[config.mk]
export PLATFORM = sky130hd
export DESIGN_NAME = osd_ascii_to_bin_reader
export DESIGN_NICKNAME = d
export VERILOG_FILES = /design/src/rtl/osd_ascii_to_bin_reader.sv
export SDC_FILE = /design/constraint.sdc
export NUM_CORES = 1
export LEC_CHECK = 0
export ABC_AREA = 1
export BUFFER_PORTS_ARGS = -buffer_cell sky130_fd_sc_hd__buf_2
export CAP_MARGIN = 20
export CELL_PAD_IN_SITES_DETAIL_PLACEMENT = 0
export CELL_PAD_IN_SITES_GLOBAL_PLACEMENT = 1
export CORE_ASPECT_RATIO = 1.25
export CORE_MARGIN = 2
export CORE_UTILIZATION = 43
export CTS_BUF_LIST = sky130_fd_sc_hd__clkbuf_16
export CTS_CLUSTER_DIAMETER = 80
export CTS_CLUSTER_SIZE = 25
export DETAILED_ROUTE_END_ITERATION = 10
export GPL_TIMING_DRIVEN = 0
export PLACE_DENSITY = 0.84
export SYNTH_ARGS = -nofsm -noshare
export SYNTH_HDL_FRONTEND = slang
export SYNTH_SLANG_ARGS = --single-unit
[constraint.sdc]
create_clock -name clk -period 3 [get_ports clk]
set_input_delay 0.3 -clock clk [delete_from_list [all_inputs] [get_ports clk]]
set_output_delay 0.3 -clock clk [all_outputs]
set_load 0.03 [all_outputs]
[src/rtl/osd_ascii_to_bin_reader.sv]
// Reads a fixed-width ASCII decimal field (optional sign + digits) from a character RAM
// and converts it to a saturated signed 14-bit value, flagging illegal characters.
module osd_ascii_to_bin_reader #(
    parameter int SHOW_SIGN  = 1,
    parameter int NUM_DIGITS = 4
) (
    input  logic               clk,
    input  logic               reset_n,
    input  logic               start,
    input  logic        [10:0] base_addr,
    output logic               rd_en,
    output logic        [10:0] rd_addr,
    input  logic        [7:0]  rd_data,
    output logic signed [13:0] value,
    output logic               done,
    output logic               error,
    output logic               ovf,
    output logic               busy
);

    localparam int N     = NUM_DIGITS + ((SHOW_SIGN != 0) ? 1 : 0);
    localparam int ACC_W = (4 * NUM_DIGITS > 14) ? 4 * NUM_DIGITS : 14;

    typedef enum logic [1:0] {IDLE, FETCH, DRAIN, CHECK} state_t;

    state_t             state_q, state_d;
    logic        [10:0] base_q, base_d;
    logic        [10:0] k_q, k_d;
    logic               vld_q, vld_d;
    logic               first_q, first_d;
    logic [ACC_W-1:0]   acc_q, acc_d;
    logic               neg_q, neg_d;
    logic               err_q, err_d;
    logic signed [13:0] value_q;
    logic               error_q, ovf_q;

    logic [ACC_W-1:0]   acc_x10;
    logic        [13:0] mag;
    logic signed [13:0] res_val;
    logic               res_ovf;

    assign acc_x10 = (acc_q << 3) + (acc_q << 1);
    assign mag     = acc_q[13:0];
    assign busy    = (state_q != IDLE);

    // Saturated result from the accumulated magnitude; an illegal character forces zero.
    always_comb begin
        res_val = '0;
        res_ovf = 1'b0;
        if (err_q) begin
            res_val = '0;
        end else if (!neg_q && acc_q > ACC_W'(8191)) begin
            res_val = 14'sd8191;
            res_ovf = 1'b1;
        end else if (neg_q && acc_q > ACC_W'(8192)) begin
            res_val = -14'sd8192;
            res_ovf = 1'b1;
        end else begin
            res_val = neg_q ? -$signed(mag) : $signed(mag);
        end
    end

    always_comb begin
        // NOTE: every signal gets a default first so no path leaves one unassigned (no latches).
        state_d = state_q;
        base_d  = base_q;
        k_d     = k_q;
        vld_d   = 1'b0;
        first_d = 1'b0;
        acc_d   = acc_q;
        neg_d   = neg_q;
        err_d   = err_q;
        rd_en   = 1'b0;
        rd_addr = '0;
        done    = 1'b0;
        value   = value_q;
        error   = error_q;
        ovf     = ovf_q;

        if (vld_q) begin
            if (SHOW_SIGN != 0 && first_q) begin
                case (rd_data)
                    8'h2D:        neg_d = 1'b1;
                    8'h2B, 8'h20: neg_d = 1'b0;
                    default:      err_d = 1'b1;
                endcase
            end else if (rd_data >= 8'h30 && rd_data <= 8'h39) begin
                acc_d = acc_x10 + ACC_W'(rd_data[3:0]);
            end else if (rd_data == 8'h20) begin
                acc_d = acc_x10;
            end else begin
                err_d = 1'b1;
            end
        end

        case (state_q)
            IDLE: begin
                if (start) begin
                    base_d  = base_addr;
                    k_d     = '0;
                    acc_d   = '0;
                    neg_d   = 1'b0;
                    err_d   = 1'b0;
                    state_d = FETCH;
                end
            end
            FETCH: begin
                rd_en   = 1'b1;
                rd_addr = base_q + k_q;
                vld_d   = 1'b1;
                first_d = (k_q == '0);
                k_d     = k_q + 11'd1;
                if (k_q == 11'(N - 1)) state_d = DRAIN;
            end
            DRAIN: state_d = CHECK;
            CHECK: begin
                done    = 1'b1;
                value   = res_val;
                error   = err_q;
                ovf     = res_ovf;
                state_d = IDLE;
            end
            default: state_d = IDLE;
        endcase
    end

    // NOTE: sequential state uses non-blocking assignments so all registers update together.
    always_ff @(posedge clk or negedge reset_n) begin
        if (!reset_n) begin
            state_q <= IDLE;
            base_q  <= '0;
            k_q     <= '0;
            vld_q   <= 1'b0;
            first_q <= 1'b0;
            acc_q   <= '0;
            neg_q   <= 1'b0;
            err_q   <= 1'b0;
            value_q <= '0;
            error_q <= 1'b0;
            ovf_q   <= 1'b0;
        end else begin
            state_q <= state_d;
            base_q  <= base_d;
            k_q     <= k_d;
            vld_q   <= vld_d;
            first_q <= first_d;
            acc_q   <= acc_d;
            neg_q   <= neg_d;
            err_q   <= err_d;
            value_q <= value;
            error_q <= error;
            ovf_q   <= ovf;
        end
    end

endmodule

# == After elaboration in Yosys (flattened, before gate mapping) ==
# Cells that the tools add are included.
# word_totals
ff_bits,60
output_inout_bits,30
word_cells,79
# classes
eq_ne,9
n_lt_le_gt_ge,4
n_addsub,5
n_reduce_logical,13
n_mux,37
# ops
cell,n
$mux W16,6
$mux W14,5
$eq A8 B6 Y1 const B,3
$mux W11,2
$pmux W11 S2,1
$mux W1,19
$add A16 B16 Y16,1
$add A16 B4 Y16,1
$gt A16 B13 Y1 const B,1
$gt A16 B14 Y1 const B,1
$neg A14 Y14,1
$add A11 B1 Y11 const B,1
$add A11 B11 Y11,1
$eq A11 B3 Y1 const B,1
$logic_not A11 Y1,1
$ge A8 B6 Y1 const B,1
$le A8 B6 Y1 const B,1
$pmux W2 S4,1
$reduce_and A2 Y1,3
$eq A2 B2 Y1 const B,2
$mux W2,2
$ne A2 B2 Y1 const B,2
$reduce_bool A2 Y1,2
$logic_and A1 B1 Y1,3
other kinds (6),6

# == Depth between registers and ports, before layout ==
# logic_depth
ltp_word,7
mapped_depth,16
mapped_depth_nobuf,16

# == Worst setup path after synthesis ==
# No wires, ideal clock.
# synth_path
path_kind,flip-flop to output port
from,register acc_q[1]
to,output port value[11]
required_time_ns,2.700
stages_incl_launch_ff,11
path_slack_ns,0.460
arrival_time_ns,2.240
path_cell_list,dfrtp_1 inv_1 ha_1 nand3_1 nor2_1 nand2_1 nor2_1 a41oi_2 nand2_1 nand2_2 o21ai_0
# synth_between
elab_chain_cells,6
word_cells_on_any_way,10
cone_classes,add/sub (1); order compare (2); mux (5); reduce/logical (2)
# synth_rtl
element,line,rtl
from (decl),31,"logic [ACC_W-1:0] acc_q, acc_d;"
from (signal assigned),135,acc_q <= '0;
from (signal assigned),147,acc_q <= acc_d;
$neg A14 Y14 / $gt A16 B14 Y1 (equally long branches),"59, 55",
$mux W14 / $logic_and A1 B1 Y1 (equally long branches),"59, 55",
$mux W14,55,end else if (neg_q && acc_q > ACC_W'(8192)) begin
$mux W14 *,52,end else if (!neg_q && acc_q > ACC_W'(8191)) begin
$mux W14 *,50,if (err_q) begin
$mux W14 *,96,case (state_q)
to (decl),14,"output logic signed [13:0] value,"
# Mark *: on every way between the ends. The rest lies on a longest branch, timed or not.

# == Worst setup path in the final report ==
# layout_path
from,register acc_q[1]
to,output port value[6]
# Same word-level chain as after synthesis.

==> impl_metrics.yaml <==
sta:
  skew_ns: 0.005287
  final_hold_viol_count: 0
  hold_slack_ns: 0.005081
  rsz0062_at_grt: "false"
  period_minus_slack_ns: 2.775
  slew_headroom_pct: 55.76
  setup-tns-final_ns: 0
  setup_viol: 0
  drv_slew: 0
  fmax_mhz: 360.4
  tightest_slew_ns: 0.6636
  finalCritPeriodShare_pct: 92.49
worst_setup_path:
  crit_type: "reg2out"
  endpoint_kind: "output port"
  reg2reg_depth: 14
  crit_fanout: 9
  path_buf_inv: 2
  cp_cell_sequence: "inv_1 -> ha_1 -> nand3_1 -> nor2_1 -> nand2_1 -> nor2_4 -> a41oi_4 -> nand2_1 -> nand2_2 -> a21oi_1 -> a21o_1 -> buf_2"
  r2r-start: "acc_q[2]$_DFF_PN0_"
  crit_arrival_ns: 2.47
  cp-start-kind: "flip-flop"
  cp_num_cells: 12
  worstReg2RegEnd: "acc_q[15]$_DFF_PN0_"
  crit_top_cell: "nand2_1"
  ff2ff_setup_slack_ns: 0.37
  critPathTopFamily: "simple AND/OR/NAND/NOR gates"
  critPathSlowestCell: "dfrtp_2"
  cp_data_required_time_ns: 2.70
  slowest_delay_ns: 0.49
detailed_routing:
  drc: 0
  wirelength_um: 12870
  viasPerCell: 5.351
  vias: 4730
  wl_per_cell_um: 14.55
  drt_iter0_markers: 262
  ant_nets: 0
  drtPass1Iterations: 5
finish:
  nNetsFinal: 801
  fill_cells: 1107
  layout_common_cells: "nand2_1 (166), inv_1 (81), dfrtp_1 (59), nor2_1 (55), buf_2 (51)"
  syn_to_final_growth_pct: 15.69
  final_core_util_pct: 50.61
  layout-drive-gt1-share_pct: 18.16
  diodes: 0
  layout_commonest_cell: "nand2_1"
floorplanning:
  num_rows: 43
  dieHeight_um: 122.4
  core_area_um2: 11030
  io_pins: 52
  die_x_um: 98.74
  start_util_pct: 43.74
  die_area_um2: 12090
flow_run:
  max-cap-violations: 0
cts:
  insertion_delay_ns: 0.32
  htree_levels: 3
  cts.path.max_buffers: 2
  cts.clk_slew.worst_paths_ns: 0.05
  postCtsSetupBuffers: 0
  cts_num_sinks: 60
  cts_tree: "done"
  clockRootBuffer: "clkbuf_16"
  cts-resized-gates: 0
  numCtsBuffers: 9
  ctsHoldBuffers: 0
global_routing:
  grt.overflow.total: 0
  grt_pass1_wl_um: 21360
  grt_start_max_net_pins: 35
  first_global_vias: 4576
  antenna_found_initial: 0
  track_usage_pct: 21.80
synth:
  synth_area_leaders: "dfrtp_1 (31%), nand2_1 (13%), ha_1 (8.3%)"
  synth_area_leader_cell: "dfrtp_1"
  synth_seq_cells: 60
  netlist.area_leader.share_pct: 31.12
  syn_area_um2: 4825
  async_reset_ff_share_pct: 100.0
  synth_top_flop_cell: "dfrtp_1"
  ys_seq_area_share_pct: 31.12
  synth.avg_cell_area_um2: 7.085
  syn_nets: 738
  yosysWarnings: 0
  synth_edf_count: 0
  synthCells: 681
  synth.distinct_cells: 47
power:
  leakage_nw: 2.900
  ir_drop_v: 0.0003740
  cellPowerDensity_nw_per_um2: 1075
placement:
  hpwlAfterDp_um: 10070
  gp_congestion: 0.8625
  io_buffers: 51
status:
  status: "completed"
worst_hold_path:
  min_path_type: "in2async"
## kinds of logic (layout without fill, tap and decap cells)
| logic type | count (synthesis) | in the layout | share of synthesized area (%) |
|---|---|---|---|
| mux | 1 | 1 | 0.2334 |
| compound gates | 142 | 142 | 17.04 |
| flops | 60 | 60 | 31.12 |
| xor+xnor | 10 | 10 | 1.815 |
| buf+inv | 100 | 168 | 8.014 |
| fa+ha+maj | 35 | 35 | 9.544 |
| simple gates | 333 | 333 | 32.24 |
## per-stage QoR
step                      area [um^2]  setup WS [ns]  total power, mW  cells
final                            5582         0.2252            6.000    884
after detailed placement         5269         0.3900            4.917    868
after CTS                        5562        0.03801            5.960    884
after floorplan                  4825         0.4601            4.024    681
after global routing             5582        0.02332            6.540    884
after global placement           5249         0.4222            4.839    867
## worst reg2reg max path, stage by stage (launching register included)
cell	delay [ns]
dfrtp_1	0.48
ha_1	0.30
fa_1	0.49
nand2_4	0.13
nand2_1	0.10
nor2_2	0.13
nand3_1	0.10
nor2_1	0.12
nand3_1	0.12
nor2_2	0.16
nand3_1	0.10
nand2_1	0.06
nand3_1	0.08
nand2_1	0.08
a21oi_2	0.05
## cell usage after synthesis, types with 13 or more instances
library cell,number
a21oi_1,46
dfrtp_1,60
nand2_2,13
nand2_1,166
nand3_1,45
o21ai_0,54
inv_1,80
nor3_1,13
ha_1,32
nand3_2,13
nor2_1,56
## how the worst max path moves through the flow
stage	from	slack [ns]	endpoint
after global routing	acc_q[1]$_DFF_PN0_	0.02	value[6]
after global placement	acc_q[2]$_DFF_PN0_	0.42	acc_q[15]$_DFF_PN0_
after floorplan	acc_q[1]$_DFF_PN0_	0.46	value[11]
final	acc_q[1]$_DFF_PN0_	0.23	value[6]
after CTS	acc_q[1]$_DFF_PN0_	0.04	value[4]
after detailed placement	acc_q[1]$_DFF_PN0_	0.39	value[4]
## registers in the layout, indices dropped and copies added (netlist names)
| name | count |
|---|---|
| value_q | 14 |
| first_q | 1 |
| neg_q | 1 |
| acc_q | 16 |
| error_q | 1 |
| state_q | 2 |
| k_q | 11 |
| vld_q | 1 |
| base_q | 11 |
| ovf_q | 1 |
| err_q | 1 |
## where the power goes
group          switching [mW]  leakage [nW]  internal (mW)  total, mW
sequential              0.339         0.779           1.10       1.44
combinational            2.40          1.98           1.14       3.54
clock                   0.380         0.143          0.639       1.02
## layout make-up
| cell class | count | area, um^2 | area share (%) |
|---|---|---|---|
| inverter | 91 | 341.6 | 6.120 |
| timing repair buffer | 52 | 275.3 | 4.932 |
| clock inverter | 7 | 67.56 | 1.210 |
| sequential | 60 | 1503 | 26.92 |
| clock buffer | 9 | 225.2 | 4.035 |
| multi-input combinational | 521 | 2955 | 52.95 |
| tap | 135 | 168.9 | 3.026 |
| buffer | 9 | 45.04 | 0.8070 |
## per-layer routing
metal | vias up | routed length (um) | GRT usage, %
met1 | 2219 | 5534 | 26.77
met3 | 24 | 507 | 3.929
li1 | 2385 | - | -
met4 | 0 | 342 | 6.507
met2 | 102 | 6482 | 38.89
met5 | - | 0 | 0
(Power assumes the default switching activity.)
